--- config.mk ---
export PLATFORM = sky130hd
export DESIGN_NAME = fetch_unit_flat
export DESIGN_NICKNAME = d
export VERILOG_FILES = /design/src/rtl/fetch_unit_if.sv /design/src/rtl/fetch_unit.sv /design/src/flat_wrapper.sv
export SDC_FILE = /design/constraint.sdc
export NUM_CORES = 1
export LEC_CHECK = 0
export CORE_ASPECT_RATIO = 0.8
export CORE_UTILIZATION = 42
export DETAILED_ROUTE_END_ITERATION = 16
export PLACE_DENSITY = 0.78
export SLEW_MARGIN = 20
export SYNTH_ARGS = -nofsm -noshare
export SYNTH_HDL_FRONTEND = slang
export SYNTH_SLANG_ARGS = --single-unit
--- constraint.sdc ---
create_clock -name clk -period 1.8 [get_ports clk]
set_clock_uncertainty 0.15 [all_clocks]
set_input_delay 0.18 -clock clk [delete_from_list [all_inputs] [get_ports clk]]
set_output_delay 0.18 -clock clk [all_outputs]
set_load 0.02 [all_outputs]
--- src/rtl/fetch_unit_if.sv ---
// Decode-side and instruction-memory signals of the fetch unit.
// The master modport is the fetch unit; the slave side is decode plus instruction memory.
interface fetch_unit_if;
    logic        Stall;
    logic        Redirect;
    logic [15:0] RedirectPC;
    logic        Halt;
    logic        IMemEn;
    logic [15:0] IMemAddr;
    logic [15:0] IMemData;
    logic        IMemDone;
    logic [15:0] Instruct;
    logic [15:0] PCInc;
    logic        InstrValid;
    logic        Halted;
    logic        err;

    modport master (
        input  Stall, Redirect, RedirectPC, Halt, IMemData, IMemDone,
        output IMemEn, IMemAddr, Instruct, PCInc, InstrValid, Halted, err
    );

    modport slave (
        output Stall, Redirect, RedirectPC, Halt, IMemData, IMemDone,
        input  IMemEn, IMemAddr, Instruct, PCInc, InstrValid, Halted, err
    );
endinterface

--- src/rtl/fetch_unit.sv ---
// Instruction fetch unit: one outstanding IMem request, decode stall/redirect/halt handling.
// Define FETCH_ALIGN_CHECK_EN to trap odd fetch addresses (err + halt) instead of masking PC[0].
module fetch_unit (
    input  logic         clk,
    input  logic         rst,
    fetch_unit_if.master bus
);
    localparam logic [1:0] StFetch  = 2'd0;
    localparam logic [1:0] StWait   = 2'd1;
    localparam logic [1:0] StHold   = 2'd2;
    localparam logic [1:0] StHalted = 2'd3;
    localparam logic [15:0] Nop     = 16'h0800;

    logic [1:0]  state_q, state_d;
    logic [15:0] pc_q, pc_d;
    logic [15:0] instr_q, instr_d;
    logic [15:0] pcinc_q, pcinc_d;
    logic        valid_q, valid_d;
    logic        stale_q, stale_d;
    logic        err_q, err_d;
    logic        misalign;
    logic [15:0] redirect_pc;
    logic        front;
    logic        blocked;
    logic        req_go;
    logic        imem_en;

`ifdef FETCH_ALIGN_CHECK_EN
    assign misalign    = pc_q[0];
    assign redirect_pc = bus.RedirectPC;
`else
    assign misalign    = 1'b0;
    assign redirect_pc = {bus.RedirectPC[15:1], 1'b0};
`endif

    // HOLD behaves like FETCH once Stall drops, so the request goes out in the Stall-fall cycle.
    assign front   = (state_q == StFetch) || (state_q == StHold);
    assign blocked = valid_q && (bus.Stall || bus.Halt);
    assign req_go  = front && !bus.Redirect && !blocked && !misalign;
    assign imem_en = req_go && rst;

    assign bus.IMemEn     = imem_en;
    assign bus.IMemAddr   = imem_en ? pc_q : 16'h0000;
    assign bus.Instruct   = valid_q ? instr_q : Nop;
    assign bus.PCInc      = pcinc_q;
    assign bus.InstrValid = valid_q;
    assign bus.Halted     = (state_q == StHalted);
    assign bus.err        = err_q;

    always_comb begin
        state_d = state_q;
        pc_d    = pc_q;
        instr_d = instr_q;
        pcinc_d = pcinc_q;
        valid_d = valid_q;
        stale_d = stale_q;
        err_d   = err_q;

        // A response is legal only in the request cycle itself or while waiting for one.
        if (bus.IMemDone && !(req_go || (state_q == StWait))) begin
            err_d = 1'b1;
        end

        case (state_q)
            StFetch, StHold: begin
                if (bus.Redirect) begin
                    pc_d    = redirect_pc;
                    valid_d = 1'b0;
                    state_d = StFetch;
                end else if (valid_q && bus.Stall) begin
                    state_d = StHold;
                end else if (valid_q && bus.Halt) begin
                    valid_d = 1'b0;
                    state_d = StHalted;
                end else if (misalign) begin
                    err_d   = 1'b1;
                    valid_d = 1'b0;
                    state_d = StHalted;
                end else if (bus.IMemDone) begin
                    instr_d = bus.IMemData;
                    pcinc_d = pc_q + 16'd2;
                    pc_d    = pc_q + 16'd2;
                    valid_d = 1'b1;
                    state_d = StFetch;
                end else begin
                    valid_d = 1'b0;
                    state_d = StWait;
                end
            end
            StWait: begin
                if (bus.IMemDone) begin
                    state_d = StFetch;
                    stale_d = 1'b0;
                    if (!stale_q && !bus.Redirect) begin
                        instr_d = bus.IMemData;
                        pcinc_d = pc_q + 16'd2;
                        pc_d    = pc_q + 16'd2;
                        valid_d = 1'b1;
                    end
                end else if (bus.Redirect) begin
                    stale_d = 1'b1;
                end
                if (bus.Redirect) begin
                    pc_d = redirect_pc;
                end
            end
            default: begin
            end
        endcase
    end

    always_ff @(posedge clk or negedge rst) begin
        if (!rst) begin
            state_q <= StFetch;
            pc_q    <= 16'h0000;
            instr_q <= Nop;
            pcinc_q <= 16'h0000;
            valid_q <= 1'b0;
            stale_q <= 1'b0;
            err_q   <= 1'b0;
        end else begin
            state_q <= state_d;
            pc_q    <= pc_d;
            instr_q <= instr_d;
            pcinc_q <= pcinc_d;
            valid_q <= valid_d;
            stale_q <= stale_d;
            err_q   <= err_d;
        end
    end
endmodule

--- src/flat_wrapper.sv ---
// flat-port wrapper written by rule: the top's interface ports become plain ports
module fetch_unit_flat 
  (clk, rst, bus_Stall, bus_Redirect, bus_RedirectPC, bus_Halt, bus_IMemData, bus_IMemDone, bus_IMemEn, bus_IMemAddr, bus_Instruct, bus_PCInc, bus_InstrValid, bus_Halted, bus_err);
  fetch_unit_if bus_i ();
  input  logic clk;
  input  logic rst;
  input wire logic [$bits(bus_i.Stall)-1:0] bus_Stall;
  input wire logic [$bits(bus_i.Redirect)-1:0] bus_Redirect;
  input wire logic [$bits(bus_i.RedirectPC)-1:0] bus_RedirectPC;
  input wire logic [$bits(bus_i.Halt)-1:0] bus_Halt;
  input wire logic [$bits(bus_i.IMemData)-1:0] bus_IMemData;
  input wire logic [$bits(bus_i.IMemDone)-1:0] bus_IMemDone;
  output wire logic [$bits(bus_i.IMemEn)-1:0] bus_IMemEn;
  output wire logic [$bits(bus_i.IMemAddr)-1:0] bus_IMemAddr;
  output wire logic [$bits(bus_i.Instruct)-1:0] bus_Instruct;
  output wire logic [$bits(bus_i.PCInc)-1:0] bus_PCInc;
  output wire logic [$bits(bus_i.InstrValid)-1:0] bus_InstrValid;
  output wire logic [$bits(bus_i.Halted)-1:0] bus_Halted;
  output wire logic [$bits(bus_i.err)-1:0] bus_err;
  assign bus_i.Stall = bus_Stall;
  assign bus_i.Redirect = bus_Redirect;
  assign bus_i.RedirectPC = bus_RedirectPC;
  assign bus_i.Halt = bus_Halt;
  assign bus_i.IMemData = bus_IMemData;
  assign bus_i.IMemDone = bus_IMemDone;
  assign bus_IMemEn = bus_i.IMemEn;
  assign bus_IMemAddr = bus_i.IMemAddr;
  assign bus_Instruct = bus_i.Instruct;
  assign bus_PCInc = bus_i.PCInc;
  assign bus_InstrValid = bus_i.InstrValid;
  assign bus_Halted = bus_i.Halted;
  assign bus_err = bus_i.err;
  fetch_unit u_core (.clk(clk), .rst(rst), .bus(bus_i));
endmodule
# Word-level counts from Yosys, hierarchy flattened
# Index checks and enable logic that the tools add are counted.
classes:
  add_sub_neg: 1
  eq_ne: 14
  muxes: 34
  reduce_logical: 24
ops:
  columns: ["op", "n"]
  rows:
  - ["$mux W16", 16]
  - ["$pmux W16 S2", 3]
  - ["$add A16 B2 Y16 const B", 1]
  - ["$ne A3 B3 Y1 const B", 5]
  - ["$ne A2 B2 Y1 const B", 6]
  - ["$mux W1", 9]
  - ["$logic_and A1 B1 Y1", 8]
  - ["$mux W2", 4]
  - ["$reduce_and A7 Y1", 1]
  - ["$reduce_and A6 Y1", 1]
  - ["$eq A2 B2 Y1 const B", 2]
  - ["$logic_not A1 Y1", 4]
  - ["$pmux W2 S2", 1]
  - ["$reduce_and A2 Y1", 2]
  - ["$reduce_and A4 Y1", 1]
  - ["$reduce_bool A2 Y1", 2]
  - ["$logic_or A1 B1 Y1", 3]
  - ["$eq A2 B1 Y1 const B", 1]
  - ["$logic_not A2 Y1", 1]
  - ["$pmux W1 S2", 1]
  - ["$reduce_or A2 Y1", 1]
word_totals:
  ff_bits: 53
  input_bits: 38
  output_inout_bits: 52
  wordCells: 80

# Logic depth before layout (Yosys ltp)
# Gate-level depths: netlist (run 1).
logic_depth:
  depth_word: 7
  ltp_mapped: 6
  mapped_depth_nobuf: 5

# Least setup slack after synthesis (run 1)
# Ideal clock, no wire load.
synth_path:
  path_kind: "reg2out"
  start: "reg u_core.state_q[0]"
  end: "out bus_IMemAddr[10]"
  arrival_ns: 1.611
  required_time_ns: 1.470
  slack_ns: -0.141
  path_stages_with_launch: 6
  path_cell_list: "dfrtp_1 buf_2 nor2_1 and3_1 clkbuf_1 and2_1"
synth_via:
  elab_chain_len: 6
  word_cells_on_any_way: 7
synth_rtl:
  columns: ["element", "line", "rtl"]
  rows:
  - ["from (decl)", "fetch_unit.sv:14", "logic [1:0] state_q, state_d;"]
  - ["from (signal assigned)", "fetch_unit.sv:114", "state_q <= StFetch;"]
  - ["from (signal assigned)", "fetch_unit.sv:122", "state_q <= state_d;"]
  - ["$eq A2 B2 Y1 or $logic_not A2 Y1 (tied branches)", "fetch_unit.sv:37", "assign front = (state_q == StFetch) || (state_q == StHold);"]
  - ["$logic_or A1 B1 Y1 *", "fetch_unit.sv:37", null]
  - ["$logic_and A1 B1 Y1 * (2 in a row)", "fetch_unit.sv:39", "assign req_go = front && !bus.Redirect && !blocked && !misalign;"]
  - ["$logic_and A1 B1 Y1 *", "fetch_unit.sv:40", "assign imem_en = req_go && rst;"]
  - ["via bus_IMemEn", "flat_wrapper.sv:13", "output wire logic [$bits(bus_i.IMemEn)-1:0] bus_IMemEn;"]
  - ["$mux W16 *", "fetch_unit.sv:43", "assign bus.IMemAddr = imem_en ? pc_q : 16'h0000;"]
  - ["to (decl)", "flat_wrapper.sv:14", "output wire logic [$bits(bus_i.IMemAddr)-1:0] bus_IMemAddr;"]
# Mark *: on every way through the listed nets, which the timed path passes. The rest lies on a longest branch.

# Worst setup path in the final report (run 1)
layout_path:
  start: "reg u_core.state_q[0]"
  end: "out bus_IMemAddr[15]"
layout_via:
  elab_chain_len: 6
  word_cells_on_any_way: 7
layout_rtl:
  columns: ["element", "line"]
  rows:
  - ["$eq A2 B2 Y1 or $logic_not A2 Y1 (tied branches)", "fetch_unit.sv:37"]
  - ["$logic_or A1 B1 Y1 *", "fetch_unit.sv:37"]
  - ["$logic_and A1 B1 Y1 * (2 in a row)", "fetch_unit.sv:39"]
  - ["$logic_and A1 B1 Y1 *", "fetch_unit.sv:40"]
  - ["$mux W16 *", "fetch_unit.sv:43"]
# Every way passes the cells marked *; elsewhere a longest branch is shown, timed or not.

==> results.toml, run 1 <==
[worst_setup_path]
cpMaxStageDelayCell = "dfrtp_1"
crit_chain = "nor2_2 > and3_4 > buf_12 > and2_1 > buf_6"
cp.required_ns = 1.47
r2r-end = "u_core.pc_q[4]"
rr_startpoint = "u_core.state_q[0]"
start_kind = "flop"
r2r_cells = 9
worstPathMaxFanout = 16
arrival_ns = 1.47
critPathMaxStageDelay_ns = 0.41
end_kind = "primary output"
path_class = "flop to primary output"
r2r_slack_ns = 0.01

[synth]
syn-cell-area_sq_um = 2794
ys_dominant_reg_cell = "dfrtp_1"
synthArstFlopShare = 1.000
ys_types = 52
yosys.cell_count.top_type = "dfrtp_1"
yosys-top-cells-count = "dfrtp_1 (50), and2_1 (31), nand2_1 (28)"
ys_warn_count = 0
synth_top_area_cell = "dfrtp_1"
synth-seq-area-share = 0.4572
syn_inst = 289
ys_top_cells_by_area = "dfrtp_1 (45%), and2_1 (6.9%), mux2_2 (6.9%)"
synth_edf_count = 0
synth.avg_cell_area_sq_um = 9.668
ys_ff_latch = 51
netlist.area_leader.share = 0.4478

[placed_design]
io_buffers = 86
pre_cts_ws_ns = -0.4889
place_area_sq_um = 4005
dp_hpwl_mm = 5.338
gp_congestion = 0.8805

[detailed_routing]
route.met2.wl_mm = 3.825
top_layer = "met4"
via_count = 2660
routed_via_density = 5.374
m1WireLength_mm = 3.401
drtPass1Iterations = 4
wl_mm = 7.752
drtIter0Drc = 181
wire_per_inst_microns = 15.66
ant_nets = 0
met3WireLength_microns = 441
drc = 0

[cells_and_area]
nets = 449
syn2layout_area_growth_pct = 53.07
drive_above_1_share = 0.2920
n_antenna_cell = 0
seqCellArea_sq_um = 1280
fillCellCount = 502
multi_input_area_sq_um = 1476
finish.utilization = 0.6673
design_area_sq_um = 4277

[floorplanning]
die_w_microns = 93.19
dieHeight_microns = 74.95
coreArea_sq_um = 6409
core.rowCount = 26
initial_utilization = 0.4360
io-pin-count = 90
die-area_sq_um = 6985

[timing]
worst_slew_pin_slew_ns = 0.6528
final-hold-violation-count = 0
rsz0062_at_grt = "true"
setup_tns_ns = 0
slew_viol_final = 0
finalSetupViolCount = 0
slew_headroom = 0.5648
post-route-period-util = 0.9993
fin_crit_ns = 1.799
timing.fmax_ghz = 0.5559
setup_ws_ns = 0.001226

[pwr]
max-vdd-ir-drop_v = 0.0006680
seqPwrFrac = 0.325
net-switching-power_mw = 2.637
p_leak_nw = 1.867
pwr-share-clk = 0.104
pwr_density_cell_nw_per_um2 = 1536
p_int_mw = 3.932
share_comb_of_total_power = 0.571
switching_share = 0.4015

[grt]
grt_first_pass_wirelength_mm = 11.52
grt_pass1_vias = 2394
antenna_found_initial = 0
grt_overflow = 0
grt_use_total = 0.2144
grt_max_degree = 52

[job]
maxCapViolCount = 0

[status]
outcome = "finished, final reports clean"

[clock_network]
clock-sinks = 51
htreeDepth = 2
clockBufferDepth = 2
clk_latency_ns = 0.31
cts_tree = "built"
root_buffer = "clkbuf_8"
cts.clk_slew.worst_paths_ns = 0.09
cts_buffers = 5

[min_path]
worstHoldPathCells = 4
min_path_type = "input pin to flop"
min_from = "bus_Redirect"
hold_end = "u_core.stale_q"
[logic make-up after synthesis]
family / after synthesis / share of synthesized area
and+or+nand+nor: 113 / 0.2235
AOI/OAI and AO/OA: 67 / 0.1576
DFF: 51 / 0.4572
buffers and inverters: 26 / 0.04613
muxes: 18 / 0.07210
xor gates and xnor gates: 12 / 0.03762
adders and majority gates: 1 / 0.004478
other: 1 / 0.001342
[registers in the layout (all words and copies together) (netlist names)]
register and count:
u_core.stale_q 1, u_core.bus.err 1, u_core.bus.InstrValid 1, u_core.bus.PCInc 15
u_core.instr_q 16, u_core.state_q 2, u_core.pc_q 15
[placed cells by master (no fill, tap or decap), types with 2 or more instances in the layout]
master / netlist / routed
clkdlybuf4s50_1: 0 / 50
dfrtp_1: 50 / 48
buf_4: 5 / 37
and2_1: 31 / 31
nand2_1: 28 / 28
buf_6: 0 / 22
mux2_2: 17 / 17
o21ai_0: 26 / 17
nor2_1: 13 / 12
dlygate4sd2_1: 0 / 12
xnor2_1: 9 / 9
o21ai_1: 0 / 8
a21oi_1: 8 / 7
nand3_1: 6 / 6
nor3_1: 7 / 6
a22oi_1: 6 / 5
o2bb2ai_1: 6 / 5
clkbuf_8: 0 / 5
clkbuf_2: 2 / 5
nor2b_1: 4 / 4
buf_12: 0 / 4
nor3b_1: 3 / 3
and4_1: 3 / 3
and3_1: 4 / 3
nand4_1: 3 / 3
xor2_1: 3 / 3
nand2b_1: 2 / 2
a22oi_2: 1 / 2
inv_1: 2 / 2
o31a_1: 2 / 2
o21a_1: 3 / 2
o22ai_1: 2 / 2
a211oi_2: 1 / 2
conb_1: 1 / 2
clkinvlp_4: 0 / 2
buf_2: 8 / 2
dfrtp_2: 0 / 2
[worst max-delay path, delay by kind of cell, from the launching register on]
family | cells | cell delay (ns)
simple gates | 3 | 0.49
flops | 1 | 0.41
buf+inv | 2 | 0.26
[power groups by stage]
stage | clock network, mW | logic, mW | registers (mW)
global placement | 0 | 3.41 | 2.09
detailed placement | 0 | 3.48 | 2.13
global route | 0.737 | 4.05 | 2.21
CTS | 0.692 | 3.34 | 2.11
floorplan | 0 | 1.79 | 2.21
finish | 0.683 | 3.75 | 2.14
[metrics by stage]
stage | hold WS (ns) | cells | power (mW)
2_1_floorplan | -0.2656 | 290 | 3.992
3_3_place_gp | 0.2458 | 480 | 5.503
3_5_place_dp | 0.2532 | 480 | 5.611
4_1_cts | 0.3249 | 489 | 6.140
5_1_grt | 0.2778 | 495 | 6.994
6_report | 0.2453 | 495 | 6.569
[what timing repair did]
action / 4_1_cts / 5_1_grt
hold buffers: 1 / 0
pin swaps: 2 / 5
setup endpoints to repair: 37 / 58
gates resized for setup: 86 / 75
endpoints found under the hold margin: 50 / 0
setup buffers: 0 / 5
cloned: 0 / 1
[area by class of cell]
class	count	share of cell area
multi-input cells	213	0.3452
repair buffers	137	0.3084
flip-flops and latches	51	0.2993
well taps	84	0.02458
clock buffers	5	0.01609
clock inverters	3	0.004681
inverters	2	0.001755
[worst max-delay path by stage]
| stage | from | endpoint | slack, ns | depth (start not counted) |
|---|---|---|---|---|
| floorplan | u_core.bus.InstrValid | u_core.instr_q[12] | 0.002 | 4 |
| global placement | bus_Halt | bus_IMemAddr[15] | -0.48 | 6 |
| detailed placement | bus_Halt | bus_IMemAddr[15] | -0.49 | 6 |
| CTS | u_core.bus.InstrValid | bus_IMemAddr[15] | 0.004 | 5 |
| global route | u_core.state_q[0] | bus_IMemAddr[1] | -0.05 | 5 |
| finish | u_core.state_q[0] | bus_IMemAddr[15] | 0.001 | 5 |
[per-layer routing]
layer,vias up,GRT usage
met4,0,0.07863
met3,6,0.03535
li1,1254,-
met2,97,0.3489
met5,-,0
met1,1303,0.2935
Power figures use the tool's default switching activity.
==> run 2: changes to the inputs <==
HOLD_SLACK_MARGIN = 0.1   (was not set)
SKIP_LAST_GASP = 1   (was not set)
==> run 2 against run 1 <==
The flow now finishes with violations (setup timing). Utilization decreased by 0.74 points. Routed wire length decreased by 2.8%. Sequential power about the same. First-iteration DRC count increased by 6.6%. Die area unchanged. Cell area decreased by 1.1%. Non-clock buffer count unchanged. Critical path type is now flop to flop. Highest routed layer unchanged.
==> results.toml, run 2 (synthesis results as in run 1) <==
[min_path]
min_path_type = "input pin to flop"

[pwr]
switching_share = 0.3994
seqPwrFrac = 0.329
p_int_mw = 3.898
share_comb_of_total_power = 0.566
net-switching-power_mw = 2.592
max-vdd-ir-drop_v = 0.0006569
pwr_density_cell_nw_per_um2 = 1535
pwr-share-clk = 0.105
total_power_mw = 6.490
p_leak_nw = 1.851

[cells_and_area]
fillCellCount = 508
largest_register_ff_count = 16
seqCellArea_sq_um = 1280
final_common_cell = "clkdlybuf4s50_1"
nets = 449
drive_above_1_share = 0.2725
design_area_sq_um = 4229
syn2layout_area_growth_pct = 51.37
n_antenna_cell = 0
mostFrequentLayoutCells = "clkdlybuf4s50_1 (50), buf_4 (48), dfrtp_1 (48)"
stdcell_count = 495
finish.utilization = 0.6599
multi_input_area_sq_um = 1446
top_register = "u_core.instr_q"

[clock_network]
clock-sinks = 51
cts.clk_slew.worst_paths_ns = 0.10
cts_buffers = 5
clockBufferDepth = 2
clk_latency_ns = 0.31
cts_tree = "built"
root_buffer = "clkbuf_8"
htreeDepth = 2

[grt]
grt_overflow = 0
grt_max_degree = 52
antenna_found_initial = 0
grt_pass1_vias = 2394
grt_use_total = 0.2144
grt_first_pass_wirelength_mm = 11.52

[detailed_routing]
routed_via_density = 5.394
drtIter0Drc = 193
ant_nets = 0
wire_per_inst_microns = 15.22
drc = 0
wl_mm = 7.532
via_count = 2670
drtPass1Iterations = 4

[timing]
setup_ws_ns = -0.01308
hold_slack_ns = 0.2418
rsz0062_at_grt = "true"
worst_slew_pin_slew_ns = 0.6601
final-hold-violation-count = 0
slew_headroom = 0.5599
finalSetupViolCount = 2
post-route-period-util = 1.007
timing.fmax_ghz = 0.5515
fin_crit_ns = 1.813
setup_tns_ns = -0.02224
slew_viol_final = 0

[worst_setup_path]
path_class = "flop to flop"
worstPathMaxFanout = 11
cp.required_ns = 1.89
arrival_ns = 1.91
end_kind = "flop"
start_kind = "flop"

[floorplanning]
die_w_microns = 93.19
die-area_sq_um = 6985
initial_utilization = 0.4360
coreArea_sq_um = 6409
core.rowCount = 26
io-pin-count = 90
dieHeight_microns = 74.95

[placed_design]
io_buffers = 86
pre_cts_ws_ns = -0.4889
gp_congestion = 0.8805
dp_hpwl_mm = 5.338
place_area_sq_um = 4005
dp.cells = 480

[job]
maxCapViolCount = 0

[status]
outcome = "finished with violations"
violations = "setup timing"
==> run 2: changes by cell type in the layout (fill, tap and decap cells not counted), moves of 4 or more <==
cell             previous run  this run
buf_4                      37        48
buf_6                      22        11
clkdlybuf4s15_1             1         5
clkbuf_2                    5         0
==> run 2: worst max-delay path, cell delays in order, from the launching register on <==
cell	delay [ns]
dfrtp_2	0.44
buf_8	0.14
o21a_1	0.13
buf_4	0.15
a211oi_2	0.22
buf_6	0.14
buf_12	0.10
buf_4	0.10
a21oi_1	0.05
a21oi_1	0.12
==> run 2: worst paths after layout <==
kind                                       startpoint                    end  slack, ns  depth (start not counted)
worst min-delay path                     bus_Redirect         u_core.stale_q       0.24                          4
worst min register to register         u_core.bus.err         u_core.bus.err       0.33                          1
worst max register to register  u_core.bus.InstrValid         u_core.pc_q[4]      -0.01                          9
min in group asynchronous                         rst         u_core.pc_q[1]       0.50                          3
max in group asynchronous                         rst  u_core.bus.InstrValid       0.53                          3
worst max-delay path            u_core.bus.InstrValid         u_core.pc_q[4]      -0.01                          9
==> run 2: area by class of cell <==
class	instances	area share
clock buffers	5	0.01627
repair buffers	137	0.3077
multi-input cells	213	0.3420
inverters	2	0.001775
clock inverters	3	0.004734
flip-flops and latches	51	0.3027
well taps	84	0.02485
==> run 2: power groups by stage <==
stage / Clock (mW) / Combinational [mW] / Sequential (mW)
after floorplan: 0 / 1.79 / 2.21
after global placement: 0 / 3.41 / 2.09
after detailed placement: 0 / 3.48 / 2.13
after CTS: 0.692 / 3.34 / 2.11
after global routing: 0.736 / 3.98 / 2.20
final: 0.682 / 3.67 / 2.14
==> run 2: what timing repair did <==
| item | 4_1_cts | 5_1_grt |
|---|---|---|
| hold buffers | 1 | 0 |
| hold endpoints to repair | 50 | 0 |
| pin swaps | 2 | 5 |
| setup endpoints to repair | 37 | 58 |
| cloned | 0 | 1 |
| buffers inserted | 0 | 5 |
| gates resized for setup | 83 | 56 |
==> run 2: metal layers <==
metal  vias up  GRT usage  routed length (microns)
met2       108     0.3489                     3619
met4         0    0.07863                       95
met1      1300     0.2935                     3372
li1       1254          -                        -
met3         8    0.03535                      444
met5         -          0                        0
